File: src/rtl/ifq_pkg.sv
// Shared types and constants for the instruction prefetch queue.
package ifq_pkg;

  typedef struct packed {
    logic [31:0] pc;
    logic [31:0] word;
  } ifq_entry_t;

  typedef enum logic [0:0] {
    FILL  = 1'b0,
    DRAIN = 1'b1
  } ifq_state_e;

  localparam logic [31:0] IFQ_NOP = 32'h0000_0013;

endpackage

File: src/rtl/ifq_fifo.sv
// In-order entry FIFO for the prefetch queue; clear wins over push.
module ifq_fifo
  import ifq_pkg::*;
#(
  parameter int DEPTH = 4
) (
  input  logic                     clk,
  input  logic                     reset,
  input  logic                     push,
  input  logic                     pop,
  input  logic                     clear,
  input  ifq_entry_t               din,
  output logic [$clog2(DEPTH):0]   count,
  output ifq_entry_t               head
);

  localparam int AW = $clog2(DEPTH);

  ifq_entry_t      mem_r [DEPTH];
  logic [AW-1:0]   wr_ptr_r;
  logic [AW-1:0]   rd_ptr_r;
  logic [AW:0]     count_r;

  // pointer and occupancy bookkeeping
  always_ff @(posedge clk or posedge reset) begin
    if (reset) begin
      wr_ptr_r <= '0;
      rd_ptr_r <= '0;
      count_r  <= '0;
    end else if (clear) begin
      wr_ptr_r <= '0;
      rd_ptr_r <= '0;
      count_r  <= '0;
    end else begin
      if (push) begin
        wr_ptr_r <= wr_ptr_r + AW'(1'b1);
      end
      if (pop) begin
        rd_ptr_r <= rd_ptr_r + AW'(1'b1);
      end
      count_r <= count_r + (AW+1)'(push) - (AW+1)'(pop);
    end
  end

  // entry storage; contents are only observed while count is non-zero
  always_ff @(posedge clk) begin
    if (push && !clear) begin
      mem_r[wr_ptr_r] <= din;
    end
  end

  assign count = count_r;
  assign head  = mem_r[rd_ptr_r];

endmodule

File: src/rtl/ifetch_queue.sv
// Instruction prefetch queue feeding the core's instr input.
// Optional IFQ_BYPASS_EN forwards a matching response to instr in its arrival cycle.
module ifetch_queue
  import ifq_pkg::*;
#(
  parameter int          DEPTH    = 4,
  parameter logic [31:0] RESET_PC = 32'h0000_0000
) (
  input  logic        clk,
  input  logic        reset,
  input  logic [31:0] fetch_pc,
  output logic [31:0] instr,
  output logic        instr_valid,
  input  logic        instr_take,
  output logic        mem_req,
  output logic [31:0] mem_addr,
  input  logic        mem_gnt,
  input  logic        mem_rvalid,
  input  logic [31:0] mem_rdata
);

  localparam int            CW  = $clog2(DEPTH) + 1;
  localparam logic [CW:0]   CAP = (CW+1)'(DEPTH);

  ifq_state_e    state_r, state_s;
  logic [31:0]   nfa_r, nfa_s;
  logic [31:0]   epc_r, epc_s;
  logic [31:0]   mem_addr_r, mem_addr_s;
  logic          mem_req_r, mem_req_s;
  logic [CW-1:0] outst_r, outst_s;
  logic [CW-1:0] stale_r, stale_s;
  logic [CW-1:0] count_s, count_nxt_s;
  logic [CW:0]   stale_sum_s;
  logic [31:0]   resp_pc_s;
  logic [31:0]   pc_al_s;
  ifq_entry_t    head_s, push_entry_s;
  logic          redirect_s, gnt_s, fill_s, head_match_s, bypass_s;
  logic          take_s, push_s, pop_s;

  ifq_fifo #(.DEPTH(DEPTH)) u_fifo (
    .clk   (clk),
    .reset (reset),
    .push  (push_s),
    .pop   (pop_s),
    .clear (redirect_s),
    .din   (push_entry_s),
    .count (count_s),
    .head  (head_s)
  );

  // core-side matching, queue control and output selection
  always_comb begin
    pc_al_s      = {fetch_pc[31:2], 2'b00};
    redirect_s   = (fetch_pc[31:2] != epc_r[31:2]);
    gnt_s        = mem_req_r & mem_gnt;
    fill_s       = (state_r == FILL);
    // responses return in order, so the oldest outstanding address trails nfa
    resp_pc_s    = nfa_r - 32'({outst_r, 2'b00});
    head_match_s = (count_s != '0) && (head_s.pc == pc_al_s);
`ifdef IFQ_BYPASS_EN
    bypass_s     = fill_s && !redirect_s && mem_rvalid && (count_s == '0) &&
                   (resp_pc_s == pc_al_s);
`else
    bypass_s     = 1'b0;
`endif
    instr_valid  = head_match_s | bypass_s;
    if (head_match_s) begin
      instr = head_s.word;
    end else if (bypass_s) begin
      instr = mem_rdata;
    end else begin
      instr = IFQ_NOP;
    end
    take_s            = instr_take & instr_valid;
    pop_s             = take_s & head_match_s;
    push_s            = fill_s && mem_rvalid && !redirect_s && !(bypass_s && instr_take);
    push_entry_s.pc   = resp_pc_s;
    push_entry_s.word = mem_rdata;
    if (redirect_s) begin
      count_nxt_s = '0;
    end else begin
      count_nxt_s = count_s + CW'(push_s) - CW'(pop_s);
    end
  end

  // next-state for fetch addresses, in-flight accounting and FSM
  always_comb begin
    // a response arriving in a redirect cycle retires one in-flight slot
    stale_sum_s = {1'b0, stale_r} + {1'b0, outst_r} + (CW+1)'(gnt_s) - (CW+1)'(mem_rvalid);
    if (redirect_s) begin
      nfa_s   = pc_al_s;
      epc_s   = fetch_pc;
      outst_s = '0;
      stale_s = stale_sum_s[CW-1:0];
      state_s = (stale_sum_s != '0) ? DRAIN : FILL;
    end else begin
      nfa_s = gnt_s  ? (nfa_r + 32'd4) : nfa_r;
      epc_s = take_s ? (epc_r + 32'd4) : epc_r;
      case (state_r)
        FILL: begin
          outst_s = outst_r + CW'(gnt_s) - CW'(mem_rvalid);
          stale_s = stale_r;
          state_s = FILL;
        end
        DRAIN: begin
          outst_s = outst_r + CW'(gnt_s);
          stale_s = stale_r - CW'(mem_rvalid);
          state_s = (stale_s == '0) ? FILL : DRAIN;
        end
        default: begin
          outst_s = '0;
          stale_s = '0;
          state_s = FILL;
        end
      endcase
    end
    // an ungranted request is held unless a redirect abandons it
    mem_req_s  = ((state_s == FILL) && (({1'b0, count_nxt_s} + {1'b0, outst_s}) < CAP)) ||
                 (mem_req_r && !gnt_s && !redirect_s);
    mem_addr_s = mem_req_s ? {nfa_s[31:2], 2'b00} : mem_addr_r;
  end

  // fetch engine state registers
  always_ff @(posedge clk or posedge reset) begin
    if (reset) begin
      state_r    <= FILL;
      nfa_r      <= RESET_PC;
      epc_r      <= RESET_PC;
      outst_r    <= '0;
      stale_r    <= '0;
      mem_req_r  <= 1'b0;
      mem_addr_r <= 32'h0000_0000;
    end else begin
      state_r    <= state_s;
      nfa_r      <= nfa_s;
      epc_r      <= epc_s;
      outst_r    <= outst_s;
      stale_r    <= stale_s;
      mem_req_r  <= mem_req_s;
      mem_addr_r <= mem_addr_s;
    end
  end

  assign mem_req  = mem_req_r;
  assign mem_addr = mem_addr_r;

endmodule

File: config.mk
export PLATFORM = sky130hd
export DESIGN_NAME = ifetch_queue
export DESIGN_NICKNAME = d
export VERILOG_FILES = /design/src/rtl/ifq_pkg.sv /design/src/rtl/ifq_fifo.sv /design/src/rtl/ifetch_queue.sv
export SDC_FILE = /design/constraint.sdc
export NUM_CORES = 1
export LEC_CHECK = 0
export CORE_UTILIZATION = 40
export DETAILED_ROUTE_END_ITERATION = 16
export GPL_TIMING_DRIVEN = 0
export PLACE_DENSITY = 0.6
export SLEW_MARGIN = 20
export SYNTH_ARGS = -nofsm -noshare
export SYNTH_HDL_FRONTEND = slang
export SYNTH_SLANG_ARGS = --single-unit
File: constraint.sdc
create_clock -name clk -period 5.08 [get_ports clk]
set_clock_uncertainty 0.2 [all_clocks]
set_input_delay 1.016 -clock clk [delete_from_list [all_inputs] [get_ports clk]]
set_output_delay 1.016 -clock clk [all_outputs]
set_load 0.01 [all_outputs]
* Yosys cells after proc, flatten, opt, wreduce, memory -nomap -nowiden
Memories as Yosys holds them, arrays and structs flattened.
Cells that the tools add are included.
Widths: inputs -> output; s select.
** Storage, ports and cells
- Bits of input ports :: 69
- Memories kept :: 1
- Latch bits :: 0
- Register bits after elaboration :: 109
- RAM bits :: 256
- Word-level logic and storage cells :: 72
- Bits in read-only memories :: 0
** Operators by class
- Add/subtract/negate cells :: 14
- Multiply operators :: 0
- Bitwise logic cells :: 5
- Div/mod/pow operators :: 0
- $lt $le $gt $ge :: 1
- Equal/unequal tests :: 3
- Shifts and indexed selects :: 0
- Reductions and logical operators :: 17
- Multiplexer cells :: 20
** Memories
- u_fifo.mem_r :: words 4, bits a word 64, rd ports 1, clocked after memory_dff 0, write ports 1, RTL line ifq_fifo.sv:19 : ifq_entry_t mem_r [DEPTH];
** Operators with widths (number)
- $mux 32 :: 5
- $add 32x3->32 const B :: 2
- $eq 32x32->1 :: 1
- $sub 32x5->32 :: 1
- $ne 30x30->1 :: 1
- $mux 3 :: 4
- $sub 3x1->3 :: 3
- $add 3x3->4 :: 2
- $mux 2 :: 4
- $reduce_bool 2->1 :: 4
- $logic_and 1x1->1 :: 7
- $add 3x1->3 :: 2
- $pmux 3 s2 :: 1
- $mux 1 :: 5
- $add 2x1->2 const B :: 2
- $add 4x1->4 :: 1
- $lt 4x3->1 const B :: 1
- $reduce_bool 4->1 :: 1
- $sub 4x1->4 :: 1
- $and 1x1->1 :: 3
- $logic_not 3->1 :: 1
- $reduce_bool 3->1 :: 1
- $logic_not 1->1 :: 2
- $ne 2x1->1 const B :: 1
- other kinds (3) :: 4

* Longest topological paths before layout
Gate-level depths: netlist (run 1).
An unclocked memory read counts as a cell.
- Word-level depth :: 11
- Gate-level depth with buffers :: 25
- Depth with buffers taken out :: 17

* By module
From an unflattened synthesis (run 1), not the netlist that was laid out.
** Second synthesis, totals
- Cell total of the unflattened synthesis :: 1134
- Area total of the unflattened synthesis :: 16605.9 µm²
** By module, submodules not included
- ifq_fifo :: cells an instance 373, area an instance 9691.8 µm², instances 1, seq. area each 7862.5 µm²
- ifetch_queue :: cells an instance 761, area an instance 6914.1 µm², instances 1, seq. area each 2452.4 µm²

* Least setup slack after synthesis (run 1)
Ideal clock, no wire load.
- Path type :: input to register
- Start point :: input fetch_pc[31]
- End point :: register mem_addr_r[11], in the netlist mem_addr[11]
- Cell stages on the path :: 18
- Path slack :: -616 ps
- Buffers on the path :: 5
- Data arrival time :: 5372 ps
- Path through :: clkbuf_1 xor2_1 nor4_1 nand4_1 nor4_1 clkbuf_1 clkbuf_1 clkbuf_1 and2_1 ha_1 fa_1 and2_1 ha_1 or3_1 a41o_1 o32a_1 buf_1 mux2_2
** On the way
- Word-level cells in the longest chain between the ends :: 10
- Elaborated cells on any way between the ends :: 19
** RTL lines
- from (decl) :: RTL line ifetch_queue.sv:11 : input logic [31:0] fetch_pc,
- $ne 30x30->1 / $eq 32x32->1 (equally long branches) :: RTL line ifetch_queue.sv:54, ifetch_queue.sv:59
- $logic_not 1->1 / $logic_and 1x1->1 (equally long branches) :: RTL line ifetch_queue.sv:76, ifetch_queue.sv:59
- $logic_and 1x1->1 / $and 1x1->1 (equally long branches) :: RTL line ifetch_queue.sv:76, ifetch_queue.sv:74
- $add 3x1->3 / $and 1x1->1 (equally long branches) :: RTL line ifetch_queue.sv:82, ifetch_queue.sv:75
- $sub 3x1->3 :: RTL line ifetch_queue.sv:82 : count_nxt_s = count_s + CW'(push_s) - CW'(pop_s);
- $mux 3 * :: RTL line ifetch_queue.sv:79 : if (redirect_s) begin
- net count_nxt_s[1] :: RTL line ifetch_queue.sv:32 : logic [CW-1:0] count_s, count_nxt_s;
- $add 3x3->4 * :: RTL line ifetch_queue.sv:118 : mem_req_s = ((state_s == FILL) && (({1'b0, count_nxt_s} + {1'b0, outst_s}) < CAP)) ||
- $lt 4x3->1 * :: RTL line ifetch_queue.sv:118
- $logic_and 1x1->1 * :: RTL line ifetch_queue.sv:118
- $logic_or 1x1->1 * :: RTL line ifetch_queue.sv:118
- to (signal assigned) :: RTL line ifetch_queue.sv:140 : mem_addr_r <= mem_addr_s;
- to (decl) :: RTL line ifetch_queue.sv:28 : logic [31:0] mem_addr_r, mem_addr_s;
The timed path passes the listed nets; every way through them passes the cells marked *.
A chain may end at the register's enable or synchronous reset.

* Worst setup path in the final report (run 1)
- Start point :: input fetch_pc[10]
- End point :: register mem_addr_r[31], in the netlist mem_addr[31]
Same word-level chain as after synthesis.

==> results by group, run 1 <==
Global route
  – Met1 GRT Util: 30.93%
  – Gr busiest metal: met2
  – Number of global-route vias before repair: 10.74k
  – Initial antenna violation count: 1
  – Total grt overflow: 0
  – GR Layer Usage met3: 3.769%
  – Met2 Usage GRT: 33.50%
  – Tot GR Track Use: 21.78%
  – First-pass GRT wire length: 67.37 mm
  – Largest net degree at the start of global routing: 57

Logic synthesis
  – Area leader, netlist: edfxtp_1
  – Primary FF master, synth: edfxtp_1
  – Seq/Total Area, Yosys: 60.82%
  – Top cell type's share of synthesized area: 44.95%
  – Synthesis Warnings: 0
  – Yosys cell types: 64
  – Ys async rst share: 29.75%
  – Synth area leaders: edfxtp_1 45%, dfrtp_1 16%, mux4_2 5.8%, xor2_1 3.3%, xnor2_1 3.1%
  – Cell Area, Synth: 0.01657 sq mm
  – EDFF count, synth: 248
  – Syn avg cell area: 13.98 sq um
  – Synthesis-stage register bit count: 353
  – Post-Synthesis Cells: 1185

Setup path
  – Setup crit start kind: primary input
  – CP max FO: 19
  – Worst EP arrival: 5.74 ns
  – Worst EP required: 5.32 ns
  – Setup CP Type: primary input to flip-flop
  – Crit end category: flip-flop

Min path
  – Hold Crit Class: flip-flop to flip-flop

Detailed routing
  – DR pass1 iterations: 11
  – Routed vias: 10.92k
  – Vias per inst: 5.636
  – Routed wire length per instance: 23.15 um
  – Post-DRT Antenna Nets: 0
  – # DRC: 1
  – Starting DRT DRC Count: 1079
  – Total Wirelength: 44.87 mm

STA
  – Max-slew violations: 0
  – Min cycle time layout: 5.500 ns
  – Setup violations, final: 64
  – RSZ-0062 raised after global routing: yes
  – Relative slew margins: 25.61%
  – Hold Vio Cnt, Final: 0
  – Setup WS post-layout: -0.4197 ns
  – Worst slew pin tran: 1.106 ns
  – Fmax: 0.1818 GHz
  – Post-route clock period utilization: 108.3%

Clock tree
  – Clock sink total: 353
  – CTS Buffer Depth: 3
  – Clk_lat worst skew: 0.57 ns
  – Inserted Clock Buffers: 40
  – CTS Hold Bufs: 0
  – TritonCTS clock tree: built
  – Clk root buf: clkbuf_16
  – Clock-pin slew on the worst setup and hold paths: 0.05 ns
  – Htree depth: 2

Placed design
  – DP Cell Count: 1850
  – Cell Area, Placed: 0.01877 sq mm
  – HPWL Detailed: 31.69 mm
  – Final GP Congestion: 0.9305
  – Port bufs: 127
  – Worst slack, placed: -1.948 ns

Run status
  – Outcome: finished, violations left
  – Failing checks: DRC, setup timing

Cells and area
  – Share of cells above drive strength 1: 17.92%
  – Final nets: 1472
  – Fin cells: 1938
  – Area Overhead vs Synth: 23.34%
  – Design Area, Final: 0.02043 sq mm
  – Antenna cells: 0

Power and ir drop
  – Lkg Pwr: 7.168 nW
  – Power Density: 359.2 mW/mm^2
  – Worst VDD drop: 246.6 uV

Die
  – Effective utilization at floorplan: 40.57%
  – Boundary pin count: 135
  – Die area: 0.04223 sq mm
  – Die width: 205.5 um
  – Die height: 205.5 um
  – Row cnt: 74
  – Core area: 0.04083 sq mm

Run
  – Max cap viols: 0
-- cells in the final DEF (no fill, tap or decap), types with 30 or more instances in the layout --
| cell type | instances |
|---|---|
| a21oi_1 | 37 |
| a31oi_1 | 30 |
| and3_1 | 46 |
| clkbuf_1 | 41 |
| clkbuf_16 | 43 |
| clkdlybuf4s50_1 | 122 |
| dfrtp_1 | 105 |
| edfxtp_1 | 248 |
| inv_1 | 36 |
| mux2_2 | 35 |
| mux4_2 | 43 |
| nand2_1 | 48 |
| nor2_1 | 56 |
| xnor2_1 | 50 |
| xor2_1 | 61 |
-- registers in the layout, indices dropped and copies added, names as in the netlist --
name	cells
u_fifo.wr_ptr_r	2
u_fifo.rd_ptr_r	2
epc_r	30
outst_r	3
nfa_r	30
mem_addr	30
u_fifo.count	3
mem_req	1
u_fifo.mem_r	248
state_r	1
stale_r	3
-- cells by family (layout without fill, tap and decap cells) --
family | after synthesis | in the layout | synth area share [%]
flip-flops | 353 | 353 | 60.82
AND/OR/NAND/NOR | 331 | 331 | 11.44
AO/OA/AOI/OAI | 127 | 127 | 5.045
XOR/XNOR | 120 | 120 | 6.344
multiplexers | 116 | 116 | 11.22
buffers and inverters | 110 | 330 | 2.893
adder cells (fa/ha/maj) | 27 | 27 | 2.221
other | 1 | 2 | 0.02264
-- cells in the mapped netlist (all sizes together), types with 3 or more instances --
library cell / number
edfxtp: 248
dfrtp: 105
xor2: 62
nor2: 58
xnor2: 58
and3: 50
mux4: 50
nand2: 48
clkbuf: 47
a21oi: 38
inv: 38
mux2: 36
a31oi: 30
mux2i: 30
nand4: 29
nand3: 28
or4: 26
buf: 25
ha: 23
o31ai: 20
nor3: 19
or3: 18
nor4: 17
o21ai: 9
nand2b: 8
nor2b: 8
and2: 7
a31o: 5
and4: 5
fa: 4
nand4b: 3
o311ai: 3
o41ai: 3
-- stage by stage --
step / hold WS, ns / power, mW / TNS, ns / util, %
global placement: 0.2878 / 4.481 / -645.39 / 45.61
detailed placement: 0.2931 / 4.502 / -76.07 / 45.97
CTS: 0.3054 / 7.418 / -20.86 / 49.81
floorplan: 0.3500 / 4.005 / -4.567 / -
finish: 0.3017 / 7.339 / -14.82 / 50.04
global route: 0.3129 / 7.640 / -21.97 / 50.04
-- cell type report --
cell class | count | area [sq um]
fillers | 3532 | 20400
multi-input cells | 723 | 6251
repair buffers | 150 | 1519
flip-flops and latches | 353 | 10070
plain buffers | 70 | 469.2
well taps | 532 | 665.6
clock inverters | 19 | 214.0
inverters | 38 | 147.6
clock buffers | 53 | 1091
-- repair_timing --
item	in CTS	in global routing
pin swaps	5	5
gates resized for setup	41	26
setup endpoints to repair	64	64
setup buffers	18	0
-- final timing paths --
path,from,endpoint,slack [ns],depth (start not counted)
max in group asynchronous,reset,mem_addr[11]$_DFFE_PP0P_,3.33,3
worst max register to register,u_fifo.rd_ptr_r[0]$_DFFE_PP0P_,mem_addr[31]$_DFFE_PP0P_,-0.41,22
worst max-delay path,fetch_pc[10],mem_addr[31]$_DFFE_PP0P_,-0.42,17
min in group asynchronous,reset,mem_addr[30]$_DFFE_PP0P_,0.68,2
worst min register to register,mem_addr[22]$_DFFE_PP0P_,mem_addr[22]$_DFFE_PP0P_,0.30,1
worst min-delay path,mem_addr[22]$_DFFE_PP0P_,mem_addr[22]$_DFFE_PP0P_,0.30,1
-- routing by layer --
metal	vias up	routed length, um
li1	4916	-
met1	5552	20050
met2	371	20760
met3	83	2655
met4	0	1410
met5	-	0
-- power breakdown --
part           total (mW)  internal (mW)  switching, mW
registers            3.36           3.26          0.106
logic                1.10          0.612          0.483
clock network        2.88           1.68           1.20
total                7.34           5.55           1.79
-- worst max-delay path, cell delays in order --
cell	delay, ns
clkdlybuf4s50_1	0.57
xor2_1	0.21
nor4_1	0.51
nand4_1	0.23
nor4_4	0.28
clkbuf_4	0.30
clkbuf_8	0.26
and2_1	0.20
ha_4	0.15
fa_2	0.42
and2_4	0.16
ha_4	0.14
or3_4	0.36
a41o_1	0.22
o32a_4	0.26
buf_8	0.17
mux2_2	0.27
No activity file was read; power rests on OpenSTA's default activity.
==> inputs of run 2 (changes only) <==
Settings changed: RECOVER_POWER set to 100, SYNTH_HIERARCHICAL set to 1.
==> run 2 against run 1 <==
Effect of this change:
- the run ends with capacitance limit, slew limit, setup timing left
- maximum frequency is 3.4% lower
- sequential share of layout area is 0.25 points higher
- worst setup slack worse by 0.19 ns
- critical path depth is 8 higher
- sequential power is 2% higher
- synthesized cell count is 4.3% lower
- synthesized area is 0.24% higher
- combinational power is 22% higher
- via count is 4.4% lower
- non-clock buffer count is 7 higher
- first-iteration DRC count is 30% lower
- critical path type unchanged
- largest power group unchanged
- highest routed layer unchanged
==> results by group, run 2 <==
Power and ir drop
  – Worst VDD drop: 294.1 uV
  – Int Power: 5.816 mW
  – Net Switching: 1.863 mW
  – Reg power frac: 44.8%
  – Clock share of power: 37.7%
  – Overall Power: 7.680 mW
  – Power Density: 369.0 mW/mm^2
  – Lkg Pwr: 7.568 nW
  – Combinational Power Share: 17.5%
  – Sw frac: 24.26%

STA
  – RSZ-0062 raised after global routing: yes
  – Setup violations, final: 38
  – Post-route clock period utilization: 112.0%
  – Hold_ws: 0.3071 ns
  – Worst slew pin tran: 2.923 ns
  – Max-slew violations: 62
  – Min cycle time layout: 5.691 ns
  – Hold Vio Cnt, Final: 0
  – Fmax: 0.1757 GHz
  – Setup TNS: -19.59 ns
  – Setup WS post-layout: -0.6108 ns
  – Relative slew margins: -95.97%

Detailed routing
  – Routed vias: 10.45k
  – Total Wirelength: 44.48 mm
  – Routed wire length per instance: 23.19 um
  – Vias per inst: 5.446
  – Post-DRT Antenna Nets: 0
  – # DRC: 0
  – Starting DRT DRC Count: 756
  – DR pass1 iterations: 5

Run
  – Max cap viols: 3

Setup path
  – R2R Path End: mem_addr[18]$_DFFE_PP0P_
  – Worst r2r src: u_fifo/rd_ptr_r[0]$_DFFE_PP0P_
  – Top Family by Delay on Critical Path: simple AND/OR/NAND/NOR gates
  – Crit-path slowest cell: ha_1
  – CP Buf/Inv Count: 8
  – Setup crit start: fetch_pc[4]
  – Crit end category: flip-flop
  – Reg-to-reg slack, setup: -0.55 ns
  – Setup CP Type: primary input to flip-flop
  – CP peak stage delay: 0.37 ns
  – Worst EP required: 5.31 ns
  – Setup crit start kind: primary input
  – Critical path depth: 25
  – CP max FO: 10
  – Worst Setup EP: mem_addr[18]$_DFFE_PP0P_
  – Worst EP arrival: 5.92 ns
  – Reg2reg path depth: 24

Logic synthesis
  – Primary FF master, synth: edfxtp_1
  – EDFF count, synth: 256
  – Synthesis-stage register bit count: 361
  – Ys async rst share: 29.09%
  – Largest family of logic cells by synthesized area: multiplexers
  – Post-Synthesis Cells: 1134
  – Synth area leaders: edfxtp_1 46%, dfrtp_1 16%, mux4_2 8.7%, xnor2_1 3.3%, xor2_1 3.0%
  – Most instantiated library cell after synthesis: edfxtp_1
  – Seq/Total Area, Yosys: 62.12%
  – Top cell type's share of synthesized area: 46.29%
  – Adder-cell area share of the yosys netlist: 2.486%
  – Syn avg cell area: 14.64 sq um
  – Simple-Gate Fraction of Synth Area: 10.31%
  – Mux share of post-synthesis cell area: 11.75%
  – Synth Area in XOR/XNOR: 6.359%
  – Cell Area, Synth: 0.01661 sq mm
  – Synthesis Warnings: 6
  – Synth top cells by count: 256 x edfxtp_1, 105 x dfrtp_1, 64 x mux4_2
  – Complex-gate fraction of the synthesized area: 4.008%
  – Yosys cell types: 63
  – Area leader, netlist: edfxtp_1

Placed design
  – Final GP Congestion: 0.9300
  – Port bufs: 129
  – HPWL Detailed: 29.99 mm
  – Cell Area, Placed: 0.01888 sq mm

Die
  – Die area: 0.04233 sq mm
  – Core area: 0.04092 sq mm
  – Boundary pin count: 135
  – Die height: 205.8 um
  – Effective utilization at floorplan: 40.58%
  – Row cnt: 74
  – Die width: 205.8 um

Cells and area
  – Commonest non-fill, non-tap cells in the layout: 256 x edfxtp_1, 105 x dfrtp_1, 65 x dlygate4sd3_1, 64 x mux4_2, 55 x xor2_1
  – Register area: 0.01031 sq mm
  – Design Area, Final: 0.02081 sq mm
  – Area Overhead vs Synth: 25.34%
  – Multi-input logic area: 0.006221 sq mm
  – Share of cells above drive strength 1: 21.44%
  – Fin util: 50.86%
  – Most common cell after layout, fill and taps aside: edfxtp_1
  – Max reg flops: 256
  – Final nets: 1453
  – Largest Register: u_fifo/mem_r
  – Fillers: 3555

Clock tree
  – TritonCTS clock tree: built
  – CTS Buffer Depth: 3
  – Clk root buf: clkbuf_16
  – Clock-pin slew on the worst setup and hold paths: 0.06 ns
  – Htree depth: 2
  – Inserted Clock Buffers: 40
  – Clock sink total: 361
  – Clk_lat worst skew: 0.56 ns
  – CTS Hold Bufs: 0

Global route
  – Number of global-route vias before repair: 10.87k
  – Largest net degree at the start of global routing: 60
  – First-pass GRT wire length: 67.19 mm
  – Initial antenna violation count: 1
  – Total grt overflow: 0
  – Tot GR Track Use: 21.75%

Run status
  – Failing checks: capacitance limit, slew limit, setup timing
  – Outcome: finished, violations left

Min path
  – Hold Crit Class: flip-flop to flip-flop
## run 2: kinds of logic (layout without fill, tap and decap cells)
kind of cell,count (synthesis),in the layout
buf+inv,102,344
fa+ha+maj,30,30
other cells,1,11
flops,361,361
simple gates,311,311
xor+xnor,119,119
mux,110,110
compound gates,100,100
## run 2: layout make-up
class | count | share of cell area [%]
inverters | 44 | 0.8236
diodes | 1 | 0.01202
plain buffers | 57 | 1.954
flip-flops and latches | 361 | 49.56
well taps | 532 | 3.198
multi-input cells | 680 | 29.89
repair buffers | 170 | 8.272
clock inverters | 15 | 0.7634
clock buffers | 58 | 5.530
## run 2: per-layer routing
layer  GRT usage (%)  share of wire, %  vias up
li1                -                 -     4708
met1           28.70                42     5273
met2           34.49                47      382
met3           4.656               7.3       83
met4           9.630               3.7        0
met5               0                 0        -
## run 2: how the worst min path moves through the flow
stage                              from                  endpoint  slack, ns  cells after the start
6_report       mem_addr[14]$_DFFE_PP0P_  mem_addr[14]$_DFFE_PP0P_       0.31                      1
5_1_grt        mem_addr[20]$_DFFE_PP0P_  mem_addr[20]$_DFFE_PP0P_       0.32                      1
4_1_cts        mem_addr[12]$_DFFE_PP0P_  mem_addr[12]$_DFFE_PP0P_       0.32                      1
3_5_place_dp   mem_addr[23]$_DFFE_PP0P_  mem_addr[23]$_DFFE_PP0P_       0.30                      1
3_3_place_gp   mem_addr[25]$_DFFE_PP0P_  mem_addr[25]$_DFFE_PP0P_       0.29                      1
2_1_floorplan    stale_r[0]$_DFFE_PP0P_    stale_r[0]$_DFFE_PP0P_       0.33                      2
## run 2: what timing repair did
action	in CTS	in global routing
endpoints found under the setup margin	64	64
pin swaps	24	20
setup buffers	18	14
gates resized for setup	134	59
gates cloned	3	0
## run 2: through the flow
stage / worst slack (ns) / cells
after global placement: -2.509 / 1804
after detailed placement: -2.253 / 1810
after floorplan: -0.4098 / 1143
final: -0.6108 / 1918
after CTS: -0.5005 / 1904
after global routing: -0.7744 / 1918
## run 2: power groups by stage
stage	clock (mW)	combinational, mW	sequential [mW]
2_1_floorplan	0	0.593	3.54
3_3_place_gp	0	1.13	3.50
3_5_place_dp	0	1.15	3.50
4_1_cts	2.97	1.38	3.45
5_1_grt	3.07	1.45	3.47
6_report	2.90	1.34	3.44
